==> src/rtl/uart_reg_responder_if.sv <==
// Byte-level handshake between the UART core and the register responder.
// The slave modport is the responder side, the master modport the UART side.
interface uart_reg_responder_if;
    logic       rx_valid;
    logic [7:0] rx_byte;
    logic       rx_err;
    logic       tx_busy;
    logic       tx_start;
    logic [7:0] tx_byte;

    modport slave (
        input  rx_valid, rx_byte, rx_err, tx_busy,
        output tx_start, tx_byte
    );

    modport master (
        output rx_valid, rx_byte, rx_err, tx_busy,
        input  tx_start, tx_byte
    );
endinterface

==> src/rtl/uart_reg_responder.sv <==
// Parses host frames (A5 CMD ADDR [DATA] CHK) from UART bytes, executes register
// writes/reads on a flat register file and streams the response back to the UART.
module uart_reg_responder #(
    parameter int NREGS   = 16,
    parameter int ADDR_W  = 4,
    parameter int TIMEOUT = 500_000
) (
    input  logic                 clk,
    input  logic                 rst_n,
    uart_reg_responder_if.slave  uart,
    output logic [NREGS*8-1:0]   reg_out,
    output logic                 wr_strobe,
    output logic [ADDR_W-1:0]    wr_addr,
    output logic                 busy
);

    typedef enum logic [2:0] {
        S_SYNC, S_CMD, S_ADDR, S_DATA, S_CHK, S_EXEC, S_TX, S_WAIT
    } state_t;

    localparam logic [7:0]  SYNC_BYTE = 8'hA5;
    localparam logic [7:0]  CMD_WR    = 8'h01;
    localparam logic [7:0]  CMD_RD    = 8'h02;
    localparam logic [7:0]  RESP_OK   = 8'h5A;
    localparam logic [7:0]  RESP_ERR  = 8'hEE;
    localparam logic [19:0] TMO_LAST  = 20'(TIMEOUT - 1);

    state_t            state_q, state_d;
    logic [7:0]        cmd_q, cmd_d;
    logic [7:0]        addr_q, addr_d;
    logic [7:0]        data_q, data_d;
    logic [7:0]        chk_q, chk_d;
    logic [19:0]       tmo_q, tmo_d;
    logic [2:0][7:0]   resp_q, resp_d;
    logic [1:0]        len_q, len_d;
    logic [1:0]        idx_q, idx_d;
    logic              seen_busy_q, seen_busy_d;
    logic [7:0]        tx_byte_q, tx_byte_d;
    logic              wr_strobe_q, wr_strobe_d;
    logic [ADDR_W-1:0] wr_addr_q, wr_addr_d;

    logic [ADDR_W-1:0] addr_idx;
    logic              addr_ok;
    logic              is_wr;
    logic              is_rd;
    logic              frame_ok;
    logic              reg_we;
    logic [7:0]        rd_data;

    // Frame validation, evaluated while in S_EXEC; the running XOR includes CHK, so zero means match.
    always_comb begin
        addr_idx = addr_q[ADDR_W-1:0];
        addr_ok  = ({1'b0, addr_q} < 9'(NREGS));
        is_wr    = (cmd_q == CMD_WR);
        is_rd    = (cmd_q == CMD_RD);
        frame_ok = (chk_q == 8'h00) && (is_wr || is_rd) && addr_ok;
        reg_we   = (state_q == S_EXEC) && frame_ok && is_wr;
        rd_data  = reg_out[{addr_idx, 3'b000} +: 8];
    end

    genvar gi;
    generate
        for (gi = 0; gi < NREGS; gi++) begin : g_reg
            logic [7:0] reg_q, reg_d;

            always_comb begin
                reg_d = reg_q;
                if (reg_we && (addr_idx == ADDR_W'(gi))) begin
                    reg_d = data_q;
                end
            end

            always_ff @(posedge clk or negedge rst_n) begin
                if (!rst_n) begin
                    reg_q <= 8'h00;
                end else begin
                    reg_q <= reg_d;
                end
            end

            assign reg_out[8*gi +: 8] = reg_q;
        end
    endgenerate

    always_ff @(posedge clk or negedge rst_n) begin
        if (!rst_n) begin
            state_q     <= S_SYNC;
            cmd_q       <= 8'h00;
            addr_q      <= 8'h00;
            data_q      <= 8'h00;
            chk_q       <= 8'h00;
            tmo_q       <= 20'd0;
            resp_q      <= '0;
            len_q       <= 2'd0;
            idx_q       <= 2'd0;
            seen_busy_q <= 1'b0;
            tx_byte_q   <= 8'h00;
            wr_strobe_q <= 1'b0;
            wr_addr_q   <= '0;
        end else begin
            state_q     <= state_d;
            cmd_q       <= cmd_d;
            addr_q      <= addr_d;
            data_q      <= data_d;
            chk_q       <= chk_d;
            tmo_q       <= tmo_d;
            resp_q      <= resp_d;
            len_q       <= len_d;
            idx_q       <= idx_d;
            seen_busy_q <= seen_busy_d;
            tx_byte_q   <= tx_byte_d;
            wr_strobe_q <= wr_strobe_d;
            wr_addr_q   <= wr_addr_d;
        end
    end

    always_comb begin
        state_d     = state_q;
        cmd_d       = cmd_q;
        addr_d      = addr_q;
        data_d      = data_q;
        chk_d       = chk_q;
        tmo_d       = 20'd0;
        resp_d      = resp_q;
        len_d       = len_q;
        idx_d       = idx_q;
        seen_busy_d = seen_busy_q;
        tx_byte_d   = tx_byte_q;
        wr_strobe_d = 1'b0;
        wr_addr_d   = wr_addr_q;

        unique case (state_q)
            S_SYNC: begin
                if (uart.rx_valid && (uart.rx_byte == SYNC_BYTE)) begin
                    state_d = S_CMD;
                    chk_d   = 8'h00;
                end
            end
            S_CMD, S_ADDR, S_DATA, S_CHK: begin
                tmo_d = tmo_q + 20'd1;
                if (uart.rx_err) begin
                    state_d = S_SYNC;
                    tmo_d   = 20'd0;
                end else if (uart.rx_valid) begin
                    tmo_d = 20'd0;
                    chk_d = chk_q ^ uart.rx_byte;
                    case (state_q)
                        S_CMD: begin
                            cmd_d   = uart.rx_byte;
                            state_d = S_ADDR;
                        end
                        S_ADDR: begin
                            addr_d  = uart.rx_byte;
                            state_d = (cmd_q == CMD_WR) ? S_DATA : S_CHK;
                        end
                        S_DATA: begin
                            data_d  = uart.rx_byte;
                            state_d = S_CHK;
                        end
                        default: state_d = S_EXEC;
                    endcase
                end else if (tmo_q == TMO_LAST) begin
                    state_d = S_SYNC;
                    tmo_d   = 20'd0;
                end
            end
            S_EXEC: begin
                idx_d   = 2'd0;
                state_d = S_TX;
                if (!frame_ok) begin
                    resp_d = {8'h00, 8'h00, RESP_ERR};
                    len_d  = 2'd1;
                end else if (is_wr) begin
                    resp_d      = {8'h00, 8'h00, RESP_OK};
                    len_d       = 2'd1;
                    wr_strobe_d = 1'b1;
                    wr_addr_d   = addr_idx;
                end else begin
                    resp_d = {RESP_OK ^ rd_data, rd_data, RESP_OK};
                    len_d  = 2'd3;
                end
                tx_byte_d = frame_ok ? RESP_OK : RESP_ERR;
            end
            S_TX: begin
                if (!uart.tx_busy) begin
                    state_d     = S_WAIT;
                    seen_busy_d = 1'b0;
                end
            end
            S_WAIT: begin
                // The UART raises tx_busy a cycle after the request; only its falling edge ends the byte.
                if (uart.tx_busy) begin
                    seen_busy_d = 1'b1;
                end else if (seen_busy_q) begin
                    if ((idx_q + 2'd1) < len_q) begin
                        idx_d     = idx_q + 2'd1;
                        tx_byte_d = resp_q[idx_q + 2'd1];
                        state_d   = S_TX;
                    end else begin
                        state_d = S_SYNC;
                    end
                end
            end
            default: state_d = S_SYNC;
        endcase
    end

    // tx_start is gated by tx_busy so a UART still finishing a byte after reset is never overrun.
    always_comb begin
        uart.tx_start = (state_q == S_TX) && !uart.tx_busy;
        uart.tx_byte  = tx_byte_q;
        busy          = (state_q != S_SYNC);
        wr_strobe     = wr_strobe_q;
        wr_addr       = wr_addr_q;
    end

endmodule

==> src/flat_wrapper.sv <==
// flat-port wrapper written by rule: the top's interface ports become plain ports
module uart_reg_responder_flat 
#(
    parameter int NREGS   = 16,
    parameter int ADDR_W  = 4,
    parameter int TIMEOUT = 500_000
)
  (clk, rst_n, reg_out, wr_strobe, wr_addr, busy, uart_rx_valid, uart_rx_byte, uart_rx_err, uart_tx_busy, uart_tx_start, uart_tx_byte);
  uart_reg_responder_if uart_i ();
  input  logic clk;
  input  logic rst_n;
  output logic [NREGS*8-1:0] reg_out;
  output logic wr_strobe;
  output logic [ADDR_W-1:0] wr_addr;
  output logic busy;
  input wire logic [$bits(uart_i.rx_valid)-1:0] uart_rx_valid;
  input wire logic [$bits(uart_i.rx_byte)-1:0] uart_rx_byte;
  input wire logic [$bits(uart_i.rx_err)-1:0] uart_rx_err;
  input wire logic [$bits(uart_i.tx_busy)-1:0] uart_tx_busy;
  output wire logic [$bits(uart_i.tx_start)-1:0] uart_tx_start;
  output wire logic [$bits(uart_i.tx_byte)-1:0] uart_tx_byte;
  assign uart_i.rx_valid = uart_rx_valid;
  assign uart_i.rx_byte = uart_rx_byte;
  assign uart_i.rx_err = uart_rx_err;
  assign uart_i.tx_busy = uart_tx_busy;
  assign uart_tx_start = uart_i.tx_start;
  assign uart_tx_byte = uart_i.tx_byte;
  uart_reg_responder #(.NREGS(NREGS), .ADDR_W(ADDR_W), .TIMEOUT(TIMEOUT)) u_core (.clk(clk), .rst_n(rst_n), .uart(uart_i), .reg_out(reg_out), .wr_strobe(wr_strobe), .wr_addr(wr_addr), .busy(busy));
endmodule
==> config.mk <==
export PLATFORM = sky130hd
export DESIGN_NAME = uart_reg_responder_flat
export DESIGN_NICKNAME = d
export VERILOG_FILES = /design/src/rtl/uart_reg_responder_if.sv /design/src/rtl/uart_reg_responder.sv /design/src/flat_wrapper.sv
export SDC_FILE = /design/constraint.sdc
export NUM_CORES = 1
export LEC_CHECK = 0
export BUFFER_PORTS_ARGS = -buffer_cell sky130_fd_sc_hd__buf_2
export CAP_MARGIN = 20
export CORE_MARGIN = 1.5
export CORE_UTILIZATION = 35
export DETAILED_ROUTE_END_ITERATION = 8
export SYNTH_ARGS = -nofsm -noshare
export SYNTH_HDL_FRONTEND = slang
export SYNTH_SLANG_ARGS = --single-unit
==> constraint.sdc <==
create_clock -name clk -period 3.15 [get_ports clk]
set_clock_uncertainty 0.15 [all_clocks]
set_input_delay 0.63 -clock clk [delete_from_list [all_inputs] [get_ports clk]]
set_output_delay 0.63 -clock clk [all_outputs]
set_load 0.02 [all_outputs]
==> reports/qor.csv, run 1 <==
metric,value,unit
end_kind,flip-flop,
postSynth.asyncResetShare,100,%
clockBufferDepth,3,
syn_area,9830,µm²
via_per_inst,5.09,
drv_cap,0,
yosysWarnings,0,
clkLatencyLatePin,0.53,ns
cp.required,3.41,ns
ys.flop_type,dfrtp_1,
drive_above_1_share,48.9,%
ys_types,45,
timing.final.hold_violations,0,
clk_pin_slew_worst_paths,0.06,ns
min_from,uart_tx_busy,
hold_slack,0.239,ns
startpoint,u_core.cmd_q[3]$_DFFE_PN0P_,
p_per_area,633,nW/µm²
setup_viol,0,
path_class,flip-flop to flip-flop,
hp-class,input port to flip-flop,
fin_ws,0.222,ns
r2r_setup_slack,0.22,ns
synth-xor-area-share,2.41,%
grt_antenna_before_repair,0,
arrival,3.19,ns
dp.cells,1248,
synth_top_cells_by_count,"215 x dfrtp_1, 159 x mux2_2, 46 x nand2_1",
ff2ff_path_depth,7,
die-area,29100,µm²
period_needed,2.93,ns
yosysSeqAreaShare,54.7,%
htree_levels,1,
drtIter0Drc,384,
io_buffers,155,
die_w,171,µm
drt_first_pass_iters,4,
track_usage,18.5,%
yosys.area.top_type_share,54.7,%
fp.coreArea,27700,µm²
synth_simple_gate_area_share,10.2,%
start_util,35.5,%
period_share,93.0,%
ir_drop,305,µV
wl,26400,µm
final_area,12000,µm²
ff_latch_area,5380,µm²
synth_edf_count,0,
grt_pass1_vias,6753,
post-route-util,43.4,%
max_freq,0.342,GHz
dpl.hpwl,18700,µm
drv_slew,0,
antenna_left,0,
root_buffer,clkbuf_16,
wire_per_inst,20.4,µm
place_ws,0.225,ns
outcome,finished clean,
yosysMostFrequentCell,dfrtp_1,
multi_input_area,4240,µm²
synthAdderAreaFrac,0.255,%
r2r_end,u_core.g_reg[4].reg_q[2]$_DFFE_PN0P_,
cp-endpoint,u_core.g_reg[4].reg_q[2]$_DFFE_PN0P_,
tightest_slew,0.892,ns
tns,0,ns
fin_cells,1292,
grt_max_degree,77,
drcViolationCount,0,
vias,6574,
die_h,171,µm
fin_nets,912,
synth_top_family_by_area,multiplexers,
r2r-start,u_core.cmd_q[3]$_DFFE_PN0P_,
p_leak,6.05,nW
place.gp.congestion,0.765,
synth_largest_area_cell,dfrtp_1,
tritoncts,done,
ys_ff_latch,215,
antenna_cells,0,
rows,61,
grt_pass1_wl,40900,µm
synthToLayoutAreaGrowth,22.4,%
dpl_cell_area,11300,µm²
synthMuxAreaShare,25.7,%
syn_area_per_cell,13.6,µm²
rsz0062_at_grt,false,
start_kind,flip-flop,
synthCells,721,
numCtsBuffers,24,
synth_fp_nets,736,
synthTopCellsByArea,"dfrtp_1 55%, mux2_2 18%, mux4_2 7.3%, nor3_4 2.0%, nand2_1 1.8%",
synth-compound-area-share,4.62,%
grt_overflow_total,0,
nFillCells,2575,
cts.sinks,215,
power,7.62,mW
ioPinCount,156,
worst-path-max-fanout,19,
maxSlewHeadroom,40.3,%
==> logic make-up after synthesis <==
kind of cell / Yosys count
compound gates: 66
xor+xnor: 27
fa+ha+maj: 2
buf+inv: 54
flops: 215
mux: 192
simple gates: 165
==> cells in the final DEF (no fill, tap or decap), types with 12 or more instances in the layout <==
| cell type | Yosys | layout |
|---|---|---|
| a22oi_1 | 16 | 16 |
| buf_2 | 4 | 154 |
| buf_4 | 0 | 32 |
| clkbuf_16 | 0 | 24 |
| dfrtp_1 | 215 | 213 |
| mux2_2 | 159 | 159 |
| mux4_2 | 32 | 32 |
| nand2_1 | 46 | 46 |
| nand3_1 | 13 | 13 |
| nor2_1 | 40 | 40 |
| nor3_4 | 12 | 12 |
| o21ai_0 | 16 | 15 |
| xor2_1 | 18 | 18 |
==> what timing repair did <==
item	CTS	global route
setup buffers	0	0
endpoints found under the setup margin	0	8
gates resized for setup	0	1
endpoints found under the hold margin	49	0
hold buffers	1	0
==> report_power, final <==
group | total (mW) | switching (mW) | internal, mW
clock | 2.70 | 1.12 | 1.57
sequential | 3.53 | 0.495 | 3.03
combinational | 1.39 | 0.824 | 0.569
total | 7.62 | 2.44 | 5.18
==> sequential cells by signal (all words and copies together), names as in the netlist <==
name / flops
u_core.tmo_q: 20
u_core.g.reg_q: 128
u_core.len_q: 2
u_core.state_q: 3
u_core.idx_q: 2
u_core.addr_q: 8
u_core.data_q: 8
u_core.cmd_q: 8
u_core.wr_strobe: 1
u_core.chk_q: 8
u_core.seen_busy_q: 1
u_core.resp_q: 14
u_core.wr_addr: 4
u_core.uart.tx_byte: 8
==> area by class of cell <==
cell class,instances,share of cell area [%]
Sequential cell,215,44.7
Multi-Input combinational cell,452,35.2
Timing Repair Buffer,193,9.43
Clock buffer,30,5.51
Tap cell,378,3.93
Clock inverter,13,0.863
Inverter,11,0.343
==> per-layer routing <==
layer | vias to the layer above | track usage, % | part of all wire [%]
met5 | - | 0 | 0
met4 | 0 | 5.04 | 2.2
met3 | 38 | 4.42 | 6.2
met2 | 159 | 29.4 | 47
met1 | 3384 | 25.3 | 45
li1 | 2993 | - | -
==> worst min path at each step <==
stage                                               endpoint  cells past startpoint
final                         u_core.seen_busy_q$_DFFE_PN0P_                      3
after global placement             u_core.tmo_q[0]$_DFF_PN0_                      1
after floorplan                 u_core.addr_q[0]$_DFFE_PN0P_                      0
after CTS                     u_core.seen_busy_q$_DFFE_PN0P_                      3
after detailed placement  u_core.uart.tx_byte[0]$_DFFE_PN0P_                      2
after global routing          u_core.seen_busy_q$_DFFE_PN0P_                      3
==> worst max-delay path, stage by stage, from the launching register on <==
cell and delay (ns):
dfrtp_1 0.38, nor4_2 0.30, nand4b_1 0.15, or4_2 0.76
buf_12 0.22, nor4_4 0.30, buf_4 0.22, mux2_2 0.33
Power figures use the tool's default switching activity.
==> run 2, diff against run 1 <==
- CORE_UTILIZATION: 35 -> 43
- RECOVER_POWER: not set -> 25
==> reports/qor.csv, run 2 (synthesis gave the netlist of run 1 again) <==
metric,value,unit,change
end_kind,flip-flop,,
root_buffer,clkbuf_16,,
grt_pass1_vias,6760,,+0.10%
dpl.hpwl,18300,µm,-2.2%
seqPwrFrac,46.8,%,+0.5 points
p_leak,6.04,nW,-0.18%
max_freq,0.358,GHz,+4.8%
multi_input_area,4240,µm²,about the same
startpoint,u_core.addr_q[7]$_DFFE_PN0P_,,
worst-path-max-fanout,15,,-4
drt_first_pass_iters,4,,unchanged
tritoncts,done,,
outcome,finished with violations,,
htree_levels,1,,unchanged
grt_antenna_before_repair,0,,unchanged
tns,0,ns,unchanged
wire_per_inst,21.8,µm,+6.7%
mostFrequentLayoutCell,dfrtp_1,,
holdPathStages,3,,unchanged
setup_viol,0,,unchanged
clkLatencyLatePin,0.51,ns,-0.02 ns
drcViolationCount,0,,unchanged
die_h,154,µm,-9.6%
r2r-start,u_core.addr_q[7]$_DFFE_PN0P_,,
hp-class,input port to flip-flop,,
clockBufferDepth,3,,unchanged
grt_max_degree,67,,-13%
power.share.clock,36.0,%,+0.6 points
track_usage,22.6,%,+4.1 points
vias,6576,,+0.030%
regMostFlops,u_core.g.reg_q,,
drv_cap,1,,+1
rsz0062_at_grt,false,,
start_util,43.7,%,+8.2 points
ir_drop,365,µV,+20%
final_area,11900,µm²,-1.0%
tightest_slew,1.65,ns,+0.762 ns
drtIter0Drc,415,,+8.1%
period_share,88.7,%,-4.2 points
p_switching,2.43,mW,-0.48%
hold_slack,0.242,ns,+0.00288 ns
cp.required,3.40,ns,about the same
io_buffers,155,,unchanged
power,7.70,mW,+1.1%
grt_overflow_total,0,,unchanged
post-route-util,53.0,%,+9.5 points
antenna_cells,0,,unchanged
drv_slew,66,,+66
antenna_left,0,,unchanged
numCtsBuffers,24,,unchanged
ioPinCount,156,,unchanged
ff2ff_path_depth,7,,unchanged
rows,55,,-9.8%
mostFrequentLayoutCells,"213 x dfrtp_1, 159 x mux2_2, 154 x buf_2",,
clk_pin_slew_worst_paths,0.06,ns,about the same
path_class,flip-flop to flip-flop,,
via_per_inst,5.48,,+7.8%
timing.final.hold_violations,0,,unchanged
p_per_area,646,nW/µm²,+2.1%
die_w,154,µm,-9.6%
arrival,3.04,ns,-0.15 ns
die-area,23800,µm²,-18%
grt_pass1_wl,41200,µm,+0.56%
nFillCells,1999,,-22%
fin_nets,912,,unchanged
drive_above_1_share,48.1,%,-0.77 points
internal-power,5.27,mW,+1.8%
place.gp.congestion,0.821,,+7.3%
hold_path_end,u_core.seen_busy_q$_DFFE_PN0P_,,
period_needed,2.79,ns,-0.133 ns
maxSlewHeadroom,-10.2,%,-51 points
sw_frac_of_total,31.6,%,-0.49 points
violations,"max-capacitance violations, max-slew violations",,
ff_latch_area,5380,µm²,unchanged
synthToLayoutAreaGrowth,21.2,%,
dpl_cell_area,11100,µm²,-1.0%
r2r_end,u_core.g_reg[8].reg_q[5]$_DFFE_PN0P_,,
largest_reg_flops,128,,unchanged
fp.coreArea,22500,µm²,-19%
min_from,uart_tx_busy,,
r2r_setup_slack,0.36,ns,+0.13 ns
cts.sinks,215,,unchanged
wl,26100,µm,-0.95%
top_regs,"u_core.g.reg_q: 128 flops, u_core.tmo_q: 20 flops, u_core.resp_q: 14 flops",,
power_frac_comb,17.2,%,-1.1 points
start_kind,flip-flop,,
==> run 2: worst max path at each step <==
stage,endpoint
floorplan,u_core.g_reg[8].reg_q[0]$_DFFE_PN0P_
global placement,u_core.g_reg[8].reg_q[5]$_DFFE_PN0P_
detailed placement,u_core.g_reg[8].reg_q[2]$_DFFE_PN0P_
CTS,u_core.g_reg[8].reg_q[5]$_DFFE_PN0P_
global route,u_core.g_reg[1].reg_q[2]$_DFFE_PN0P_
finish,u_core.g_reg[8].reg_q[5]$_DFFE_PN0P_
==> run 2: area by class of cell <==
class	count	share of cell area [%]
clock inverter	5	0.451
clock buffer	38	6.16
tap	285	2.99
sequential	215	45.2
multi-input combinational	452	35.6
timing repair buffer	193	9.29
inverter	11	0.346
==> run 2: metal layers <==
layer	routed length [µm]	track usage (%)
met1	11800	32.5
met2	12300	36.0
met3	1590	3.84
met4	461	5.18
met5	0	0
==> run 2: worst max-delay path, stage by stage, from the launching register on <==
cell     delay (ns)
dfrtp_1        0.38
nor4_1         0.44
nand2_1        0.12
or4_4          0.59
buf_12         0.22
nor4_4         0.20
buf_4          0.22
mux2_2         0.34
==> run 2: power groups by stage <==
stage | Combinational, mW | Sequential [mW] | Clock, mW
after floorplan | 1.12 | 3.30 | 0
after global routing | 1.45 | 3.66 | 2.94
after CTS | 1.35 | 3.59 | 2.82
final | 1.32 | 3.61 | 2.77
after detailed placement | 1.34 | 3.64 | 0
after global placement | 1.33 | 3.63 | 0
==> run 2: repair_timing <==
item / in CTS / in global routing
endpoints found under the setup margin: 0 / 18
resized for setup: 0 / 1
endpoints found under the hold margin: 59 / 0
buffers inserted: 0 / 0
hold buffers: 1 / 0
==> run 2: per-stage QoR <==
| step | worst slack, ns | instances |
|---|---|---|
| 3_3_place_gp | 0.200 | 1155 |
| 6_report | 0.355 | 1199 |
| 3_5_place_dp | 0.169 | 1155 |
| 5_1_grt | 0.201 | 1199 |
| 2_1_floorplan | 0.424 | 721 |
| 4_1_cts | 0.162 | 1199 |
==> run 3, diff against run 2 <==
- ABC_AREA: not set -> 1
==> reports/qor.csv, run 3 <==
metric,value,unit,change
outcome,finished with violations,,
violations,"max-capacitance violations, max-slew violations",,
die-area,25600,µm²,+7.7%
grt_pass1_vias,9119,,+35%
path_class,flip-flop to flip-flop,,
regMostFlops,u_core.g.reg_q,,
synth_top_cells_by_count,"525 x nand2_1, 256 x nand3_1, 215 x dfrtp_1",,
hold_slack,0.236,ns,-0.00544 ns
fp.coreArea,24200,µm²,+7.8%
start_util,43.7,%,+0.054 points
cp_slowest_cell,dfrtp_1,,
numCtsBuffers,25,,+4.2%
antenna_left,0,,unchanged
rsz0062_at_grt,false,,
cts.sinks,215,,unchanged
synth_edf_count,0,,unchanged
period_needed,2.76,ns,-0.0311 ns
clockBufferDepth,3,,unchanged
tritoncts,done,,
nFillCells,2378,,+19%
clk_pin_slew_worst_paths,0.06,ns,about the same
drv_slew,60,,-9.1%
drv_cap,1,,unchanged
yosys.area.top_type_share,50.7,%,-4.0 points
synthCells,1358,,+88%
grt_overflow_total,0,,unchanged
period_share,87.7,%,-0.99 points
place.gp.congestion,0.859,,+4.7%
setup_viol,0,,unchanged
r2r-start,u_core.addr_q[1]$_DFFE_PN0P_,,
wl,33600,µm,+29%
startpoint,u_core.addr_q[1]$_DFFE_PN0P_,,
dpl_cell_area,11600,µm²,+4.3%
clkLatencyLatePin,0.53,ns,+0.02 ns
maxSlewHeadroom,-15.0,%,-4.7 points
multi_input_area,4620,µm²,+8.9%
ys_ff_latch,215,,unchanged
drive_above_1_share,17.2,%,-31 points
power,8.69,mW,+13%
tns,0,ns,unchanged
grt_antenna_before_repair,0,,unchanged
max_freq,0.362,GHz,+1.1%
post-route-util,51.7,%,-1.3 points
fin_nets,1508,,+65%
top_regs,"u_core.g.reg_q: 128 flops, u_core.tmo_q: 20 flops, u_core.resp_q: 14 flops",,
worst-path-max-fanout,59,,+44
p_leak,6.77,nW,+12%
timing.final.hold_violations,0,,unchanged
yosysSeqAreaShare,50.7,%,-4.0 points
yosysMostFrequentCell,nand2_1,,
ys.flop_type,dfrtp_1,,
mostFrequentLayoutCell,nand2_1,,
ir_drop,428,µV,+17%
ys_types,38,,-16%
p_per_area,694,nW/µm²,+7.4%
slowest_delay,0.59,ns,about the same
end_kind,flip-flop,,
ctsResizeCount,0,,unchanged
synthToLayoutAreaGrowth,18.1,%,
via_per_inst,5.40,,-1.5%
dpl.hpwl,22800,µm,+25%
synth_largest_area_cell,dfrtp_1,,
min_from,uart_tx_busy,,
place_ws,0.482,ns,+0.313 ns
wire_per_inst,18.3,µm,-16%
grt_max_degree,130,,+94%
drtIter0Drc,921,,+120%
vias,9916,,+51%
root_buffer,clkbuf_16,,
grt_pass1_wl,53100,µm,+29%
cp.required,3.41,ns,about the same
die_h,160,µm,+3.8%
drcViolationCount,0,,unchanged
die_w,160,µm,+3.8%
ff_latch_area,5380,µm²,about the same
tightest_slew,1.72,ns,+0.0712 ns
synth_fp_nets,1373,,+87%
syn_area_per_cell,7.81,µm²,-43%
mostFrequentLayoutCells,"525 x nand2_1, 256 x nand3_1, 214 x dfrtp_1",,
hp-class,input port to flip-flop,,
track_usage,26.1,%,+3.6 points
io_buffers,155,,unchanged
syn_area,10600,µm²,+7.9%
htree_levels,1,,unchanged
postSynth.asyncResetShare,100,%,unchanged
crit_chain,inv_2 > buf_4 > nand2_1 > nor2_2 > nand3_4 > nand2_1 > nand2_1,,
dp.cells,1789,,+55%
antenna_cells,0,,unchanged
fin_ws,0.386,ns,+0.0311 ns
largest_reg_flops,128,,unchanged
arrival,3.03,ns,about the same
fin_cells,1836,,+53%
synthTopCellsByArea,"dfrtp_1 51%, nand2_1 19%, nand3_1 12%, nor2_1 2.6%, o21ai_0 2.2%",,
start_kind,flip-flop,,
final_area,12500,µm²,+5.1%
ioPinCount,156,,unchanged
drt_first_pass_iters,8,,+4
rows,57,,+3.6%
yosysWarnings,0,,unchanged
cpMostUsedCell,nand2_1,,
[run 3: per-layer routing]
metal  up-vias  part of all wire, %  GRT usage [%]
li1       4692                    -              -
met1      4730                   46           39.8
met2       439                   43           38.0
met3        55                  8.4           4.29
met4         0                  2.9           7.65
met5         -                    0              0
[run 3: path summary, 6_finish.rpt]
kind / slack, ns / depth (start not counted) / to
max: 0.39 / 7 / u_core.g_reg[9].reg_q[3]$_DFFE_PN0P_
min: 0.24 / 3 / u_core.seen_busy_q$_DFFE_PN0P_
max reg2reg: 0.39 / 7 / u_core.g_reg[9].reg_q[3]$_DFFE_PN0P_
min reg2reg: 0.31 / 1 / u_core.tmo_q[0]$_DFF_PN0_
max in group asynchronous: 0.67 / 3 / u_core.cmd_q[7]$_DFFE_PN0P_
min in group asynchronous: 0.96 / 2 / u_core.g_reg[15].reg_q[3]$_DFFE_PN0P_
[run 3: report_power, final]
group	switching, mW	internal [mW]	leakage [nW]
registers	0.659	3.03	2.93
clock network	1.19	2.02	0.446
logic	1.36	0.436	3.39
total	3.21	5.49	6.77
[run 3: critical path, delay by kind of cell, from the launching register on]
family,cells,cell delay [ns]
flops,1,0.59
buf+inv,2,0.66
simple gates,5,1.22
[run 3: area by class of cell]
type	instances	area share (%)
clock inverter	15	1.87
timing repair buffer	175	7.78
inverter	63	1.89
multi-input combinational	1013	36.9
tap	324	3.24
sequential	215	43.0
clock buffer	31	5.41
[run 3: logic make-up after synthesis]
group | count (synthesis) | share of synthesized area (%)
adder cells (fa/ha/maj) | 2 | 0.236
AND/OR/NAND/NOR | 935 | 39.1
flip-flops | 215 | 50.7
buffers and inverters | 130 | 5.78
XOR/XNOR | 11 | 0.908
AO/OA/AOI/OAI | 65 | 3.24
[run 3: timing repair]
item / CTS / global route
setup buffers: 0 / 0
endpoints found under the hold margin: 19 / 0
hold buffers: 1 / 0
